--- src/rtl/game_round_scheduler.sv ---
// Round scheduler beside the game master: gates it, times the end-of-round pause,
// judges each round and keeps score/lives/level. Optional high-score register: GAME_HIGH_SCORE_EN.
module game_round_scheduler #(
    parameter int TIMER_CYCLES   = 25_000_000,
    parameter int SCORE_W        = 8,
    parameter int LIVES          = 3,
    parameter int LEVEL_W        = 3,
    parameter int HITS_PER_LEVEL = 4
) (
    input  logic               clk,
    input  logic               reset_n,
    input  logic               key,
    input  logic               round_end,
    input  logic               game_won,
    output logic               game_enable,
    output logic               end_of_game_timer_running,
    output logic               round_won,
    output logic               round_lost,
    output logic [SCORE_W-1:0] score,
    output logic [3:0]         lives,
    output logic [LEVEL_W-1:0] level,
`ifdef GAME_HIGH_SCORE_EN
    output logic               game_over,
    output logic [SCORE_W-1:0] high_score
`else
    output logic               game_over
`endif
);

    localparam int TW = $clog2(TIMER_CYCLES);
    localparam int HW = $clog2(HITS_PER_LEVEL + 1);

    typedef enum logic [1:0] {IDLE, PLAY, PAUSE, OVER} state_t;

    state_t             state_reg, state_next;
    logic               key_q_reg;
    logic               game_enable_reg, game_enable_next;
    logic               timer_running_reg, timer_running_next;
    logic [TW-1:0]      timer_reg, timer_next;
    logic               round_won_reg, round_won_next;
    logic               round_lost_reg, round_lost_next;
    logic [SCORE_W-1:0] score_reg, score_next;
    logic [3:0]         lives_reg, lives_next;
    logic [LEVEL_W-1:0] level_reg, level_next;
    logic [HW-1:0]      hit_cnt_reg, hit_cnt_next;
    logic [HW-1:0]      hit_inc;
    logic               game_over_reg, game_over_next;
`ifdef GAME_HIGH_SCORE_EN
    logic [SCORE_W-1:0] high_score_reg, high_score_next;
`endif

    logic key_rise;
    assign key_rise = key & ~key_q_reg;
    assign hit_inc  = hit_cnt_reg + HW'(1);

    always_ff @(posedge clk or negedge reset_n) begin
        if (!reset_n) begin
            state_reg         <= IDLE;
            key_q_reg         <= 1'b0;
            game_enable_reg   <= 1'b0;
            timer_running_reg <= 1'b0;
            timer_reg         <= '0;
            round_won_reg     <= 1'b0;
            round_lost_reg    <= 1'b0;
            score_reg         <= '0;
            lives_reg         <= 4'(LIVES);
            level_reg         <= '0;
            hit_cnt_reg       <= '0;
            game_over_reg     <= 1'b0;
`ifdef GAME_HIGH_SCORE_EN
            high_score_reg    <= '0;
`endif
        end else begin
            state_reg         <= state_next;
            key_q_reg         <= key;
            game_enable_reg   <= game_enable_next;
            timer_running_reg <= timer_running_next;
            timer_reg         <= timer_next;
            round_won_reg     <= round_won_next;
            round_lost_reg    <= round_lost_next;
            score_reg         <= score_next;
            lives_reg         <= lives_next;
            level_reg         <= level_next;
            hit_cnt_reg       <= hit_cnt_next;
            game_over_reg     <= game_over_next;
`ifdef GAME_HIGH_SCORE_EN
            high_score_reg    <= high_score_next;
`endif
        end
    end

    always_comb begin
        state_next         = state_reg;
        game_enable_next   = game_enable_reg;
        timer_running_next = timer_running_reg;
        timer_next         = timer_reg;
        round_won_next     = 1'b0;
        round_lost_next    = 1'b0;
        score_next         = score_reg;
        lives_next         = lives_reg;
        level_next         = level_reg;
        hit_cnt_next       = hit_cnt_reg;
        game_over_next     = game_over_reg;
`ifdef GAME_HIGH_SCORE_EN
        high_score_next    = high_score_reg;
`endif
        case (state_reg)
            IDLE: begin
                if (key_rise) begin
                    state_next       = PLAY;
                    game_enable_next = 1'b1;
                end
            end
            PLAY: begin
                if (round_end) begin
                    state_next         = PAUSE;
                    timer_next         = TW'(TIMER_CYCLES - 1);
                    timer_running_next = 1'b1;
                end
            end
            PAUSE: begin
                if (timer_reg != '0) begin
                    timer_next = timer_reg - TW'(1);
                end else begin
                    // game_won is sampled only now: the master may raise it late in the pause
                    timer_running_next = 1'b0;
                    if (game_won) begin
                        round_won_next = 1'b1;
                        state_next     = PLAY;
                        if (score_reg != {SCORE_W{1'b1}})
                            score_next = score_reg + SCORE_W'(1);
                        if (hit_inc == HW'(HITS_PER_LEVEL)) begin
                            hit_cnt_next = '0;
                            if (level_reg != {LEVEL_W{1'b1}})
                                level_next = level_reg + LEVEL_W'(1);
                        end else begin
                            hit_cnt_next = hit_inc;
                        end
                    end else begin
                        round_lost_next = 1'b1;
                        lives_next      = lives_reg - 4'd1;
                        if (lives_reg == 4'd1) begin
                            state_next       = OVER;
                            game_enable_next = 1'b0;
                            game_over_next   = 1'b1;
`ifdef GAME_HIGH_SCORE_EN
                            if (score_reg > high_score_reg)
                                high_score_next = score_reg;
`endif
                        end else begin
                            state_next = PLAY;
                        end
                    end
                end
            end
            OVER: begin
                if (key_rise) begin
                    state_next     = IDLE;
                    game_over_next = 1'b0;
                    score_next     = '0;
                    lives_next     = 4'(LIVES);
                    level_next     = '0;
                    hit_cnt_next   = '0;
                end
            end
            default: state_next = IDLE;
        endcase
    end

    assign game_enable               = game_enable_reg;
    assign end_of_game_timer_running = timer_running_reg;
    assign round_won                 = round_won_reg;
    assign round_lost                = round_lost_reg;
    assign score                     = score_reg;
    assign lives                     = lives_reg;
    assign level                     = level_reg;
    assign game_over                 = game_over_reg;
`ifdef GAME_HIGH_SCORE_EN
    assign high_score                = high_score_reg;
`endif

endmodule

--- config.mk ---
export PLATFORM = sky130hd
export DESIGN_NAME = game_round_scheduler
export DESIGN_NICKNAME = d
export VERILOG_FILES = /design/src/rtl/game_round_scheduler.sv
export SDC_FILE = /design/constraint.sdc
export NUM_CORES = 1
export LEC_CHECK = 0
export ABC_AREA = 1
export ABC_CLOCK_PERIOD_IN_PS = 2300
export BUFFER_PORTS_ARGS = -buffer_cell sky130_fd_sc_hd__buf_2
export CAP_MARGIN = 20
export CORE_AREA = 2 2 92 94
export CTS_CLUSTER_SIZE = 12
export DETAILED_ROUTE_END_ITERATION = 6
export DIE_AREA = 0 0 94 96
export PLACE_DENSITY = 0.58
export SLEW_MARGIN = 20
export SYNTH_ARGS = -nofsm -noshare
export SYNTH_HDL_FRONTEND = slang
export SYNTH_SLANG_ARGS = --single-unit
--- constraint.sdc ---
create_clock -name clk -period 2.3 [get_ports clk]
set_input_delay 0.345 -clock clk [delete_from_list [all_inputs] [get_ports clk]]
set_output_delay 0.345 -clock clk [all_outputs]
set_load 0.005 [all_outputs]
==> impl_metrics.json <==
{
  "slew_violations": 0,
  "grt_pass1_vias": 2613,
  "crit_type": "reg -> reg",
  "finalSetupViolCount": 0,
  "syn-instance-count": 423,
  "power.share.sequential_pct": 38.4,
  "grt_max_degree": 30,
  "hold_path_depth": 1,
  "fmax_ghz": 0.528,
  "wl_met3_um": 221,
  "crit_arrival_ns": 2.11,
  "dieHeight_um": 96,
  "wl_met2_um": 3510,
  "crit_path_max_fanout": 6,
  "cap_viol_max_count": 0,
  "clock-skew-final_ns": 0.0129,
  "path_cells": "inv_1 > ha_1 > inv_1 > nor2_1 > nand2_1 > xnor2_1 > o21ai_1 > nand2_1",
  "clk_pin_slew_ns": 0.11,
  "overflow": 0,
  "power_switching_mw": 1.84,
  "io_buffers": 24,
  "cts_resized": 0,
  "synthTopCellsByArea": "dfrtp_1 (39%), nand2_1 (16%), nor2_1 (7.1%)",
  "reg2reg_depth": 8,
  "hpwl_um": 5310,
  "worst_pin_slew_ns": 0.449,
  "finalWorstSetupSlack_ns": 0.404,
  "highest_layer": "met4",
  "wl_um": 7250,
  "peakVddDrop_mv": 0.524,
  "antenna_found_initial": 0,
  "avgSynthCellArea_um2": 7.39,
  "synthToLayoutAreaGrowth_pct": 10.6,
  "fin_crit_sh_pct": 82.4,
  "cts.path.max_buffers": 2,
  "place.gp.congestion": 0.829,
  "path_delay_family": "simple AND/OR/NAND/NOR gates",
  "yosysWarnings": 0,
  "initial_core_util_pct": 38.9,
  "syn_nets": 437,
  "fin_tns_setup_ns": 0,
  "hp-class": "in -> reg",
  "ys_ff_latch": 51,
  "vias": 2717,
  "wl_per_cell_um": 13.1,
  "numCtsBuffers": 5,
  "clockRootBuffer": "clkbuf_8",
  "cts_tree": "built",
  "hold_viol": 0,
  "critPathMaxStageDelay_ns": 0.41,
  "worstSkewPairLatency_ns": 0.32,
  "rsz0062_at_grt": "no",
  "layout-drive-gt1-share_pct": 14.7,
  "dieWidth_um": 94,
  "ant_nets": 0,
  "synth.distinct_cells": 35,
  "period_needed_ns": 1.90,
  "design_area_um2": 3460,
  "reg2reg_to": "timer_reg[14]",
  "crit_slowest_cell": "dfrtp_1",
  "min_from": "key",
  "antennaDiodeCount": 0,
  "dieArea_um2": 9020,
  "cp-end-kind": "flop",
  "path_buf_inv": 2,
  "drt_iter0_drc": 144,
  "power.total_mw": 4.03,
  "synth_top_area_share_pct": 39.2,
  "cts_max_level": 2,
  "leakage_nw": 1.68,
  "synth_area_um2": 3130,
  "p_int_mw": 2.19,
  "synth.largest_area_cell": "dfrtp_1",
  "dpl-instance-area_um2": 3330,
  "fp.coreArea_um2": 8050,
  "dr.pass1.iters": 4,
  "num_rows": 33,
  "p_comb_share_pct": 45.0,
  "wl_met1_um": 3420,
  "clkSinkCount": 51,
  "pre_cts_slack_ns": 0.426,
  "switching_share_pct": 45.7,
  "postCtsSetupBuffers": 0,
  "io_pins": 25,
  "cp.required_ns": 2.51,
  "cellPowerDensity_nw_per_um2": 1170,
  "regToRegStartpoint": "timer_reg[0]",
  "r2r_slack_ns": 0.40,
  "drt-vias-per-instance": 4.90,
  "start_kind": "flop",
  "whs_endpoint": "key_q_reg",
  "globalRouteTotalUtil_pct": 17.5,
  "status": "completed",
  "grt_first_pass_wirelength_um": 12400,
  "largest_reg_flops": 25,
  "nets": 463,
  "ys_seq_area_share_pct": 40.9,
  "power.share.clock_pct": 16.6,
  "relSlewSlack_pct": 69.9,
  "drc": 0
}
## placed cells by master (no fill, tap or decap), types with 4 or more instances in the layout
master and n:
nand2_1 137, dfrtp_1 49, buf_4 4, nor2_2 5
buf_2 24, xor2_1 7, clkbuf_8 5, o21ai_0 26
o21ai_1 7, or2_2 7, nor3_1 4, xnor2_1 9
nor2_1 59, ha_1 9, inv_1 28, o21ai_2 5
nand3_1 30, nand4_1 11
## cell families after synthesis
kind of cell             synth area share, %
buffers and inverters                   6.44
flip-flops                              40.9
AND/OR/NAND/NOR                         36.8
XOR/XNOR                                4.48
AO/OA/AOI/OAI                           7.76
adder cells (fa/ha/maj)                 3.60
## worst reg2reg max path: stages, from the launching register on
cell	delay, ns
dfrtp_1	0.41
inv_1	0.16
ha_1	0.31
inv_1	0.09
nor2_1	0.38
nand2_1	0.13
xnor2_1	0.14
o21ai_1	0.12
nand2_1	0.06
## cell usage after synthesis
cell / number
a21oi_1: 2
a22oi_1: 1
a31o_2: 1
buf_2: 4
buf_6: 3
buf_8: 1
clkbuf_1: 2
clkinv_1: 1
clkinv_4: 1
dfrtp_1: 49
dfstp_2: 2
ha_1: 9
inv_1: 28
inv_2: 2
nand2_1: 137
nand2_2: 1
nand2_4: 1
nand2_8: 1
nand3_1: 30
nand3_2: 1
nand3_4: 1
nand3b_1: 1
nand4_1: 11
nor2_1: 59
nor2_2: 5
nor2_4: 2
nor3_1: 4
nor3b_1: 1
o21ai_0: 26
o21ai_1: 7
o21ai_2: 5
o21bai_1: 1
or2_2: 7
xnor2_1: 9
xor2_1: 7
## power groups by stage
stage | clock network [mW] | logic (mW) | registers, mW
floorplan | 0 | 1.49 | 1.48
global placement | 0 | 1.78 | 1.55
detailed placement | 0 | 1.83 | 1.56
CTS | 0.681 | 1.84 | 1.54
global route | 0.728 | 2.12 | 1.60
finish | 0.669 | 1.82 | 1.55
## how the worst max path moves through the flow
stage,slack (ns),to,startpoint,depth (start not counted)
after floorplan,0.68,timer_reg[11],timer_reg[0],11
after global placement,0.42,timer_reg[14],timer_reg[0],8
after detailed placement,0.43,timer_reg[14],timer_reg[0],8
after CTS,0.41,timer_reg[14],timer_reg[0],8
after global routing,0.20,timer_reg[14],timer_reg[0],8
final,0.40,timer_reg[14],timer_reg[0],8
## layer usage
metal  vias up  track usage (%)
met4         0             4.95
li1       1400                -
met2        43             30.9
met3         9             2.74
met1      1265             22.3
met5         -                0
## stage by stage
stage / hold slack, ns / util [%] / cells
after floorplan: 0.0494 / - / 423
final: 0.135 / 43.0 / 555
after global routing: 0.122 / 43.0 / 555
after global placement: 0.321 / 41.4 / 546
after detailed placement: 0.323 / 41.4 / 546
after CTS: 0.134 / 43.0 / 555
## area by class of cell
class | instances | area (um^2)
clock buffers | 5 | 68.8
clock inverters | 3 | 46.3
fillers | 859 | 4590
inverters | 32 | 125
multi-input cells | 330 | 1650
flip-flops and latches | 51 | 1280
well taps | 105 | 131
repair buffers | 29 | 160
## timing repair
| action | CTS | global route |
|---|---|---|
| hold endpoints to repair | 18 | 0 |
| hold buffers | 1 | 0 |
| setup endpoints to repair | 0 | 0 |
Note: power is estimated with default switching activity, not from simulation.
